$ cat src/rtl/aes_core_arbiter_if.sv
// rtl/aes_core_arbiter_if.sv - requester, response and core-side signals of the AES core arbiter
interface aes_core_arbiter_if #(
  parameter int NUM_REQ = 4,
  parameter int DATA_W  = 128,
  parameter int GID_W   = (NUM_REQ > 1) ? $clog2(NUM_REQ) : 1
);
  logic [NUM_REQ-1:0]        req_valid;
  logic [NUM_REQ-1:0]        req_ready;
  logic [NUM_REQ*DATA_W-1:0] req_data;
  logic [NUM_REQ*DATA_W-1:0] req_key;
  logic [NUM_REQ-1:0]        rsp_valid;
  logic [NUM_REQ-1:0]        rsp_ready;
  logic [DATA_W-1:0]         rsp_data;
  logic                      core_rstn;
  logic                      core_start;
  logic [DATA_W-1:0]         core_data;
  logic [DATA_W-1:0]         core_key;
  logic                      core_done;
  logic [DATA_W-1:0]         core_result;
  logic [GID_W-1:0]          grant_id;
  logic                      busy;
  logic                      err;

  modport master (
    input  req_valid, req_data, req_key, rsp_ready, core_done, core_result,
    output req_ready, rsp_valid, rsp_data, core_rstn, core_start, core_data, core_key,
           grant_id, busy, err
  );

  modport slave (
    output req_valid, req_data, req_key, rsp_ready, core_done, core_result,
    input  req_ready, rsp_valid, rsp_data, core_rstn, core_start, core_data, core_key,
           grant_id, busy, err
  );
endinterface

$ cat src/rtl/aes_core_arbiter.sv
// rtl/aes_core_arbiter.sv - round-robin arbiter sharing one AES-128 core among NUM_REQ requesters
// Optional RUN watchdog enabled by defining AES_ARB_WDOG_EN.
module aes_core_arbiter #(
  parameter int NUM_REQ  = 4,
  parameter int DATA_W   = 128,
  parameter int WDOG_CYC = 15,
  parameter int GID_W    = (NUM_REQ > 1) ? $clog2(NUM_REQ) : 1
) (
  input logic                clk,
  input logic                rst,
  aes_core_arbiter_if.master bus
);
  typedef enum logic [1:0] {IDLE, LOAD, RUN, RESP} state_e;

  state_e              state_q;
  logic [GID_W-1:0]    ptr_q, grant_q;
  logic [NUM_REQ-1:0]  req_ready_q, rsp_valid_q;
  logic                core_rstn_q, core_start_q;
  logic [DATA_W-1:0]   core_data_q, core_key_q, rsp_data_q;
  logic [GID_W-1:0]    cand_d, win_idx_d;
  logic                win_found_d;
  logic [DATA_W-1:0]   win_data_d, win_key_d;

  // Search upward from the requester after the last winner, wrapping at NUM_REQ.
  always_comb begin
    win_found_d = 1'b0;
    win_idx_d   = '0;
    cand_d      = '0;
    for (int k = 1; k <= NUM_REQ; k++) begin
      cand_d = GID_W'((int'(ptr_q) + k) % NUM_REQ);
      if (!win_found_d && bus.req_valid[cand_d]) begin
        win_found_d = 1'b1;
        win_idx_d   = cand_d;
      end
    end
    win_data_d = bus.req_data[int'(win_idx_d)*DATA_W +: DATA_W];
    win_key_d  = bus.req_key[int'(win_idx_d)*DATA_W +: DATA_W];
  end

`ifdef AES_ARB_WDOG_EN
  localparam int WC_W = $clog2(WDOG_CYC + 1);
  logic [WC_W-1:0] wcnt_q;
  logic            err_q;
`endif

  always_ff @(posedge clk) begin
    if (rst) begin
      state_q      <= IDLE;
      ptr_q        <= GID_W'(NUM_REQ - 1);
      grant_q      <= '0;
      req_ready_q  <= '0;
      rsp_valid_q  <= '0;
      core_rstn_q  <= 1'b0;
      core_start_q <= 1'b0;
      core_data_q  <= '0;
      core_key_q   <= '0;
      rsp_data_q   <= '0;
`ifdef AES_ARB_WDOG_EN
      wcnt_q       <= '0;
      err_q        <= 1'b0;
`endif
    end else begin
      req_ready_q <= '0;
      case (state_q)
        IDLE: begin
          if (win_found_d) begin
            core_data_q <= win_data_d;
            core_key_q  <= win_key_d;
            grant_q     <= win_idx_d;
            req_ready_q <= NUM_REQ'(1) << win_idx_d;
            state_q     <= LOAD;
`ifdef AES_ARB_WDOG_EN
            wcnt_q      <= '0;
`endif
          end
        end
        LOAD: begin
          core_rstn_q  <= 1'b1;
          core_start_q <= 1'b1;
          state_q      <= RUN;
        end
        RUN: begin
          // Dropping core_rstn with start lets RESP discard the core's own restart.
          if (bus.core_done) begin
            rsp_data_q   <= bus.core_result;
            rsp_valid_q  <= NUM_REQ'(1) << grant_q;
            core_start_q <= 1'b0;
            core_rstn_q  <= 1'b0;
            state_q      <= RESP;
          end
`ifdef AES_ARB_WDOG_EN
          else if (wcnt_q == WC_W'(WDOG_CYC - 1)) begin
            err_q        <= 1'b1;
            rsp_data_q   <= '0;
            rsp_valid_q  <= NUM_REQ'(1) << grant_q;
            core_start_q <= 1'b0;
            core_rstn_q  <= 1'b0;
            state_q      <= RESP;
          end else begin
            wcnt_q <= wcnt_q + 1'b1;
          end
`endif
        end
        RESP: begin
          if (bus.rsp_ready[grant_q]) begin
            rsp_valid_q <= '0;
            ptr_q       <= grant_q;
            state_q     <= IDLE;
          end
        end
        default: state_q <= IDLE;
      endcase
    end
  end

  assign bus.req_ready  = req_ready_q;
  assign bus.rsp_valid  = rsp_valid_q;
  assign bus.rsp_data   = rsp_data_q;
  assign bus.core_rstn  = core_rstn_q;
  assign bus.core_start = core_start_q;
  assign bus.core_data  = core_data_q;
  assign bus.core_key   = core_key_q;
  assign bus.grant_id   = grant_q;
  assign bus.busy       = (state_q != IDLE);
`ifdef AES_ARB_WDOG_EN
  assign bus.err        = err_q;
`else
  assign bus.err        = 1'b0;
`endif
endmodule

$ cat src/flat_wrapper.sv
// flat-port wrapper written by rule: the top's interface ports become plain ports
module aes_core_arbiter_flat 
#(
  parameter int NUM_REQ  = 4,
  parameter int DATA_W   = 128,
  parameter int WDOG_CYC = 15,
  parameter int GID_W    = (NUM_REQ > 1) ? $clog2(NUM_REQ) : 1
)
  (clk, rst, bus_req_valid, bus_req_data, bus_req_key, bus_rsp_ready, bus_core_done, bus_core_result, bus_req_ready, bus_rsp_valid, bus_rsp_data, bus_core_rstn, bus_core_start, bus_core_data, bus_core_key, bus_grant_id, bus_busy, bus_err);
  aes_core_arbiter_if #(.NUM_REQ(NUM_REQ), .DATA_W(DATA_W), .GID_W(GID_W)) bus_i ();
  input logic clk;
  input logic rst;
  input wire logic [$bits(bus_i.req_valid)-1:0] bus_req_valid;
  input wire logic [$bits(bus_i.req_data)-1:0] bus_req_data;
  input wire logic [$bits(bus_i.req_key)-1:0] bus_req_key;
  input wire logic [$bits(bus_i.rsp_ready)-1:0] bus_rsp_ready;
  input wire logic [$bits(bus_i.core_done)-1:0] bus_core_done;
  input wire logic [$bits(bus_i.core_result)-1:0] bus_core_result;
  output wire logic [$bits(bus_i.req_ready)-1:0] bus_req_ready;
  output wire logic [$bits(bus_i.rsp_valid)-1:0] bus_rsp_valid;
  output wire logic [$bits(bus_i.rsp_data)-1:0] bus_rsp_data;
  output wire logic [$bits(bus_i.core_rstn)-1:0] bus_core_rstn;
  output wire logic [$bits(bus_i.core_start)-1:0] bus_core_start;
  output wire logic [$bits(bus_i.core_data)-1:0] bus_core_data;
  output wire logic [$bits(bus_i.core_key)-1:0] bus_core_key;
  output wire logic [$bits(bus_i.grant_id)-1:0] bus_grant_id;
  output wire logic [$bits(bus_i.busy)-1:0] bus_busy;
  output wire logic [$bits(bus_i.err)-1:0] bus_err;
  assign bus_i.req_valid = bus_req_valid;
  assign bus_i.req_data = bus_req_data;
  assign bus_i.req_key = bus_req_key;
  assign bus_i.rsp_ready = bus_rsp_ready;
  assign bus_i.core_done = bus_core_done;
  assign bus_i.core_result = bus_core_result;
  assign bus_req_ready = bus_i.req_ready;
  assign bus_rsp_valid = bus_i.rsp_valid;
  assign bus_rsp_data = bus_i.rsp_data;
  assign bus_core_rstn = bus_i.core_rstn;
  assign bus_core_start = bus_i.core_start;
  assign bus_core_data = bus_i.core_data;
  assign bus_core_key = bus_i.core_key;
  assign bus_grant_id = bus_i.grant_id;
  assign bus_busy = bus_i.busy;
  assign bus_err = bus_i.err;
  aes_core_arbiter #(.NUM_REQ(NUM_REQ), .DATA_W(DATA_W), .WDOG_CYC(WDOG_CYC), .GID_W(GID_W)) u_core (.clk(clk), .rst(rst), .bus(bus_i));
endmodule
$ cat config.mk
export PLATFORM = sky130hd
export DESIGN_NAME = aes_core_arbiter_flat
export DESIGN_NICKNAME = d
export VERILOG_FILES = /design/src/rtl/aes_core_arbiter_if.sv /design/src/rtl/aes_core_arbiter.sv /design/src/flat_wrapper.sv
export SDC_FILE = /design/constraint.sdc
export NUM_CORES = 1
export LEC_CHECK = 0
export CAP_MARGIN = 5
export CORE_AREA = 2 2 612 614
export DETAILED_ROUTE_END_ITERATION = 8
export DIE_AREA = 0 0 614 616
export GPL_TIMING_DRIVEN = 0
export SYNTH_ARGS = -nofsm -noshare
export SYNTH_HDL_FRONTEND = slang
export SYNTH_SLANG_ARGS = --single-unit
export TNS_END_PERCENT = 100
$ cat constraint.sdc
create_clock -name clk -period 1.9 [get_ports clk]
set_input_delay 0.285 -clock clk [delete_from_list [all_inputs] [get_ports clk]]
set_output_delay 0.285 -clock clk [all_outputs]
set_load 0.01 [all_outputs]
## Word level (Yosys, flattened, before mapping)

Index checks and enable logic that the tools add are counted.
Widths: inputs -> output; s select.

- Flip-flop bits (word level): 399
- Input bits: 1,163
- Output and inout port bits: 398
- Word-level logic and storage cells: 74

- $add $sub $neg: 4
- Magnitude comparators: 5
- Equal/unequal tests: 6
- Shifts and indexed selects: 4
- Muxes and demuxes: 27
- Bitwise logic cells: 2
- Reductions and logical operators: 17

Operators by type and width:

| cell | number |
|---|---|
| $shiftx 512x10->128 | 2 |
| $lt 2x3->1 const B | 5 |
| $mux 2 | 7 |
| $bmux 1 s2 | 5 |
| $mux 1 | 10 |
| $mux 4 | 2 |
| $pmux 2 s4 | 1 |
| $pmux 4 s2 | 1 |
| $reduce_and 2->1 | 4 |
| $shl 1x2->4 const A | 2 |
| $reduce_and 3->1 | 2 |
| $reduce_bool 2->1 | 3 |
| $add 2x1->2 const B | 2 |
| $add 2x2->2 const B | 2 |
| $eq 2x2->1 const B | 2 |
| $ne 2x1->1 const B | 2 |
| $logic_and 1x1->1 | 3 |
| $logic_not 1->1 | 3 |
| $reduce_or 3->1 | 1 |
| $eq 2x1->1 const B | 1 |
| $logic_not 2->1 | 1 |
| $ne 2x2->1 const B | 1 |
| $not 1->1 | 2 |
| $pmux 1 s2 | 1 |

## Longest topological paths before layout

- Depth after elaboration: 15
- Depth in mapped cells: 9
- Depth with buffers taken out: 7

## Worst setup path after synthesis

OpenSTA, ideal clock, no wires.

- Path kind: reg2reg
- Start: register u_core.ptr_q[0]
- End: register u_core.core_key_q[18], in the netlist u_core.bus.core_key[18]
- Setup time: 0.129 ns
- Data arrival time: 1.697 ns
- Data required time: 1.771 ns
- Setup slack: 0.074 ns
- Stages on the path, launching flop included: 10
- Cells stage by stage: dfxtp_1 > nor2b_4 > o21a_1 > buf_2 > nor3_2 > buf_4 > buf_6 > clkbuf_4 > mux2i_1 > o221ai_2

- Cells in the longest elaborated chain, start to end: 14
- Elaborated cells between the ends (all ways): 28

RTL lines:

| item | RTL line | source |
|---|---|---|
| start: declaration | aes_core_arbiter.sv:16 | `logic [GID_W-1:0] ptr_q, grant_q;` |
| start signal: assignment | aes_core_arbiter.sv:49 | `ptr_q <= GID_W'(NUM_REQ - 1);` |
| start signal: assignment | aes_core_arbiter.sv:107 | `ptr_q <= grant_q;` |
| $add 2x1->2 | aes_core_arbiter.sv:30 | `cand_d = GID_W'((int'(ptr_q) + k) % NUM_REQ);` |
| $bmux 1 s2 | aes_core_arbiter.sv:31 | `if (!win_found_d && bus.req_valid[cand_d]) begin` |
| $mux 1 (not written as such) | aes_core_arbiter.sv:31 |  |
| $mux 1 | aes_core_arbiter.sv:31 |  |
| $logic_not 1->1 | aes_core_arbiter.sv:31 |  |
| $logic_and 1x1->1 | aes_core_arbiter.sv:31 |  |
| $mux 1 | aes_core_arbiter.sv:31 |  |
| $logic_not 1->1 | aes_core_arbiter.sv:31 |  |
| $logic_and 1x1->1 | aes_core_arbiter.sv:31 |  |
| $mux 1 | aes_core_arbiter.sv:31 |  |
| $logic_not 1->1 | aes_core_arbiter.sv:31 |  |
| $logic_and 1x1->1 | aes_core_arbiter.sv:31 |  |
| $mux 2 or $mux 1 (tied branches) | aes_core_arbiter.sv:31 |  |
| $shiftx 512x10->128 or $reduce_and 2->1 (tied branches) | - |  |
| end signal: assignment | aes_core_arbiter.sv:68 | `core_key_q <= win_key_d;` |
| end: declaration | aes_core_arbiter.sv:19 | `logic [DATA_W-1:0] core_data_q, core_key_q, rsp_data_q;` |

Parallel ways exist; a longest one is shown, timed or not. The select of a mux whose other input is x is not followed.
A chain may end at the register's enable or synchronous reset.

## Final worst setup path

- Start: register u_core.ptr_q[0]
- End: register u_core.core_data_q[60], in the netlist u_core.bus.core_data[60]

- Cells in the longest elaborated chain, start to end: 14
- Elaborated cells between the ends (all ways): 28

RTL lines:

| item | RTL line | source |
|---|---|---|
| $add 2x1->2 | aes_core_arbiter.sv:30 |  |
| $bmux 1 s2 | aes_core_arbiter.sv:31 |  |
| $mux 1 (not written as such) | aes_core_arbiter.sv:31 |  |
| $mux 1 | aes_core_arbiter.sv:31 |  |
| $logic_not 1->1 | aes_core_arbiter.sv:31 |  |
| $logic_and 1x1->1 | aes_core_arbiter.sv:31 |  |
| $mux 1 | aes_core_arbiter.sv:31 |  |
| $logic_not 1->1 | aes_core_arbiter.sv:31 |  |
| $logic_and 1x1->1 | aes_core_arbiter.sv:31 |  |
| $mux 1 | aes_core_arbiter.sv:31 |  |
| $logic_not 1->1 | aes_core_arbiter.sv:31 |  |
| $logic_and 1x1->1 | aes_core_arbiter.sv:31 |  |
| $mux 2 or $mux 1 (tied branches) | aes_core_arbiter.sv:31 |  |
| $shiftx 512x10->128 or $reduce_and 2->1 (tied branches) | - |  |
| end signal: assignment | aes_core_arbiter.sv:67 | `core_data_q <= win_data_d;` |
| end: declaration | aes_core_arbiter.sv:19 |  |

Parallel ways exist; a longest one is shown, timed or not. The select of a mux whose other input is x is not followed.

==> impl_metrics.tcl <==
set metrics [dict create \
    htreeDepth 2 \
    layout.nets 5274 \
    crit_required_ns 2.51 \
    synth_cell_types 50 \
    drc 0 \
    clk_pin_slew_worst_paths_ns 0.06 \
    vias_per_cell 3.16 \
    fmax_mhz 419 \
    grt_max_degree 16 \
    dr.pass1.iters 7 \
    hold_violations 0 \
    ys_warn_count 0 \
    cp_slowest_stage_delay_ns 0.39 \
    synthCells 2356 \
    numCtsBuffers 58 \
    io_pins 1561 \
    cap_violations 0 \
    drive_gt1_share_pct 18.7 \
    cts-root-buf "clkbuf_16" \
    grt_overflow 0 \
    final_util_pct 13.9 \
    violations "setup timing" \
    grt_setup_unrepaired "yes" \
    final_cell_mix "1162 x clkdlybuf4s50_1, 520 x nand2_1, 383 x dfxtp_1" \
    synth_edf_count 0 \
    drtAntennaViolNets 0 \
    antenna_found_initial 239 \
    mappedNetlistArea_sq_um 21300 \
    grt_pass1_vias 27200 \
    tightestPinTransition_ns 0.810 \
    gp_congestion 0.974 \
    max_slew_margin_pct 46.0 \
    ys.flop_type "dfxtp_1" \
    final_common_cell "clkdlybuf4s50_1" \
    p_per_area_nw_per_um2 966 \
    dieArea_sq_um 378000 \
    grt_pass1_wl_um 348000 \
    std_cell_rows 224 \
    critPathCaptureType "flop" \
    syn_to_final_growth_pct 143 \
    setup_ws_ns -0.489 \
    die_w_um 614 \
    ys_ff_latch 399 \
    fin_area_sq_um 51700 \
    fin_worst_skew_ns 0.0736 \
    setup-violations-final 272 \
    crit_path_frequent_cell "buf_12" \
    async_reset_ff_share_pct 0 \
    post_synth.cell_area_avg_sq_um 9.04 \
    period_share_pct 126 \
    regArea_sq_um 8020 \
    die_y_um 616 \
    cts.sinks 399 \
    reg2reg_depth 10 \
    numPortBuffers 1559 \
    crit_arrival_ns 3.00 \
    timing.rr.start "u_core.ptr_q[0]" \
    power_uw 50000 \
    multiInputGateArea_sq_um 14400 \
    vias 29100 \
    postCtsHoldBufs 0 \
    vdd.ir_drop.worst_mv 0.817 \
    min-delay-start "bus_core_result[47]" \
    path_class "reg -> reg" \
    cts_tree "built" \
    drt_iter0_markers 2585 \
    synthesis.nets 3524 \
    core-area_sq_um 371000 \
    fin_crit_ns 2.39 \
    ctsLongestPathBuffers 3 \
    routed_wl_um 297000 \
    seq_area_frac_synth_pct 37.5 \
    grt_use_total_pct 14.8 \
    place_area_sq_um 43300 \
    nFillCells 42100 \
    fin_hold_ws_ns 0.143 \
    critPathMaxFanout 7 \
    min-delay-path-class "in -> reg" \
    reg2reg_to "u_core.bus.core_data[60]" \
    min_to "u_core.bus.rsp_data[47]" \
    clock_latency_ns 0.75 \
    holdPathStages 3 \
    slowest_stage "mux2i_4" \
    r2r_setup_slack_ns -0.49 \
    place_hpwl_um 255000 \
    status "complete, but fails checks" \
    crit_chain "nor2b_4 -> o21a_4 -> nor3_4 -> buf_12 -> buf_16 -> buf_12 -> buf_12 -> buf_16 -> mux2i_4 -> o211ai_1" \
    cellLeakagePower_uw 0.0232 \
    slew_viol_final 0 \
    worstSetupStartpointType "flop" \
    wire_per_inst_um 32.3 \
    initial_core_util_pct 5.74 \
]
[logic make-up after synthesis]
logic type	Yosys count	share of synthesized area [%]
simple gates	664	14.8
mux	400	18.9
fa+ha+maj	5	0.294
flops	399	37.5
compound gates	634	22.8
other cells	1	0.0176
buf+inv	253	5.81
[synthesized netlist by cell type, types with 2 or more instances]
cell type / number / share of area (%)
buf_2: 36 / 0.85
a211o_1: 2 / 0.082
o221ai_1: 82 / 3.4
inv_1: 5 / 0.088
a21o_1: 2 / 0.070
buf_6: 11 / 0.58
nand3_1: 2 / 0.047
o21ai_0: 54 / 1.3
and4_1: 113 / 4.6
a21oi_1: 133 / 3.1
nor2_1: 8 / 0.14
mux2i_1: 398 / 19
buf_4: 42 / 1.5
nand2_1: 522 / 9.2
buf_1: 12 / 0.21
nand2b_1: 2 / 0.059
and3_1: 3 / 0.088
o221ai_2: 60 / 4.2
o21a_1: 2 / 0.070
ha_1: 5 / 0.29
o21ai_1: 62 / 1.5
o211ai_1: 115 / 4.1
or4b_1: 2 / 0.094
o31a_1: 113 / 4.6
nor2b_1: 2 / 0.059
dfxtp_1: 399 / 37
clkbuf_1: 146 / 2.6
[final cells by class]
type | instances | share of cell area, %
clock inverters | 23 | 0.525
clock buffers | 79 | 3.15
multi-input cells | 1704 | 27.9
plain buffers | 238 | 4.46
flip-flops and latches | 399 | 15.5
repair buffers | 1700 | 36.1
inverters | 5 | 0.0508
well taps | 4972 | 12.0
diodes | 63 | 0.305
[what timing repair did]
item | in CTS | in global routing
pin swaps | 31 | 36
resized for setup | 625 | 749
buffers inserted | 76 | 35
endpoints found under the setup margin | 787 | 771
endpoints found under the hold margin | 0 | 0
cloned | 15 | 14
[registers in the layout, summed over array words and instances, names as in the netlist]
register              count
u_core.bus.core_key     128
u_core.bus.core_rstn      1
u_core.bus.core_data    128
u_core.bus.req_ready      4
u_core.state_q            2
u_core.bus.rsp_data     128
u_core.bus.grant_id       2
u_core.bus.rsp_valid      4
u_core.ptr_q              2
[stage by stage]
| stage | TNS (ns) | worst slack, ns | instances |
|---|---|---|---|
| global route | -115.07 | -0.563 | 9152 |
| detailed placement | -840.63 | -4.08 | 8897 |
| global placement | -861.04 | -4.10 | 8887 |
| finish | -93.10 | -0.489 | 9183 |
| CTS | -196.63 | -0.615 | 9086 |
| floorplan | 0 | 0.0743 | 2356 |
[worst max path at each step]
stage	startpoint	endpoint	slack, ns	cells after the start
floorplan	u_core.ptr_q[0]	u_core.bus.core_key[18]	0.07	9
global placement	rst	u_core.bus.core_key[7]	-4.10	8
detailed placement	rst	u_core.bus.core_key[7]	-4.08	8
CTS	u_core.ptr_q[0]	u_core.bus.core_data[50]	-0.61	9
global route	u_core.ptr_q[0]	u_core.bus.core_data[60]	-0.56	10
finish	u_core.ptr_q[0]	u_core.bus.core_data[60]	-0.49	10
[report_power, final]
part           leakage, uW  switching (uW)  internal, uW  total (uW)
sequential         0.00328            1540         10600       12200
clock             0.000922            5100          6510       11600
combinational       0.0190           14200         12000       26200
[layer usage]
| layer | up-vias | wire length (um) | global-route usage [%] |
|---|---|---|---|
| met5 | - | 878 | 0 |
| met4 | 134 | 13700 | 5.03 |
| met3 | 635 | 32300 | 5.75 |
| met2 | 2031 | 142000 | 25.5 |
| met1 | 13900 | 108000 | 16.4 |
| li1 | 12400 | - | - |
[critical path, delay by kind of cell (launching register included)]
kind	cells	cell delay (ns)
buf+inv	5	0.77
mux	1	0.39
flops	1	0.38
compound gates	2	0.37
simple gates	2	0.34
No activity file was read; power rests on OpenSTA's default activity.
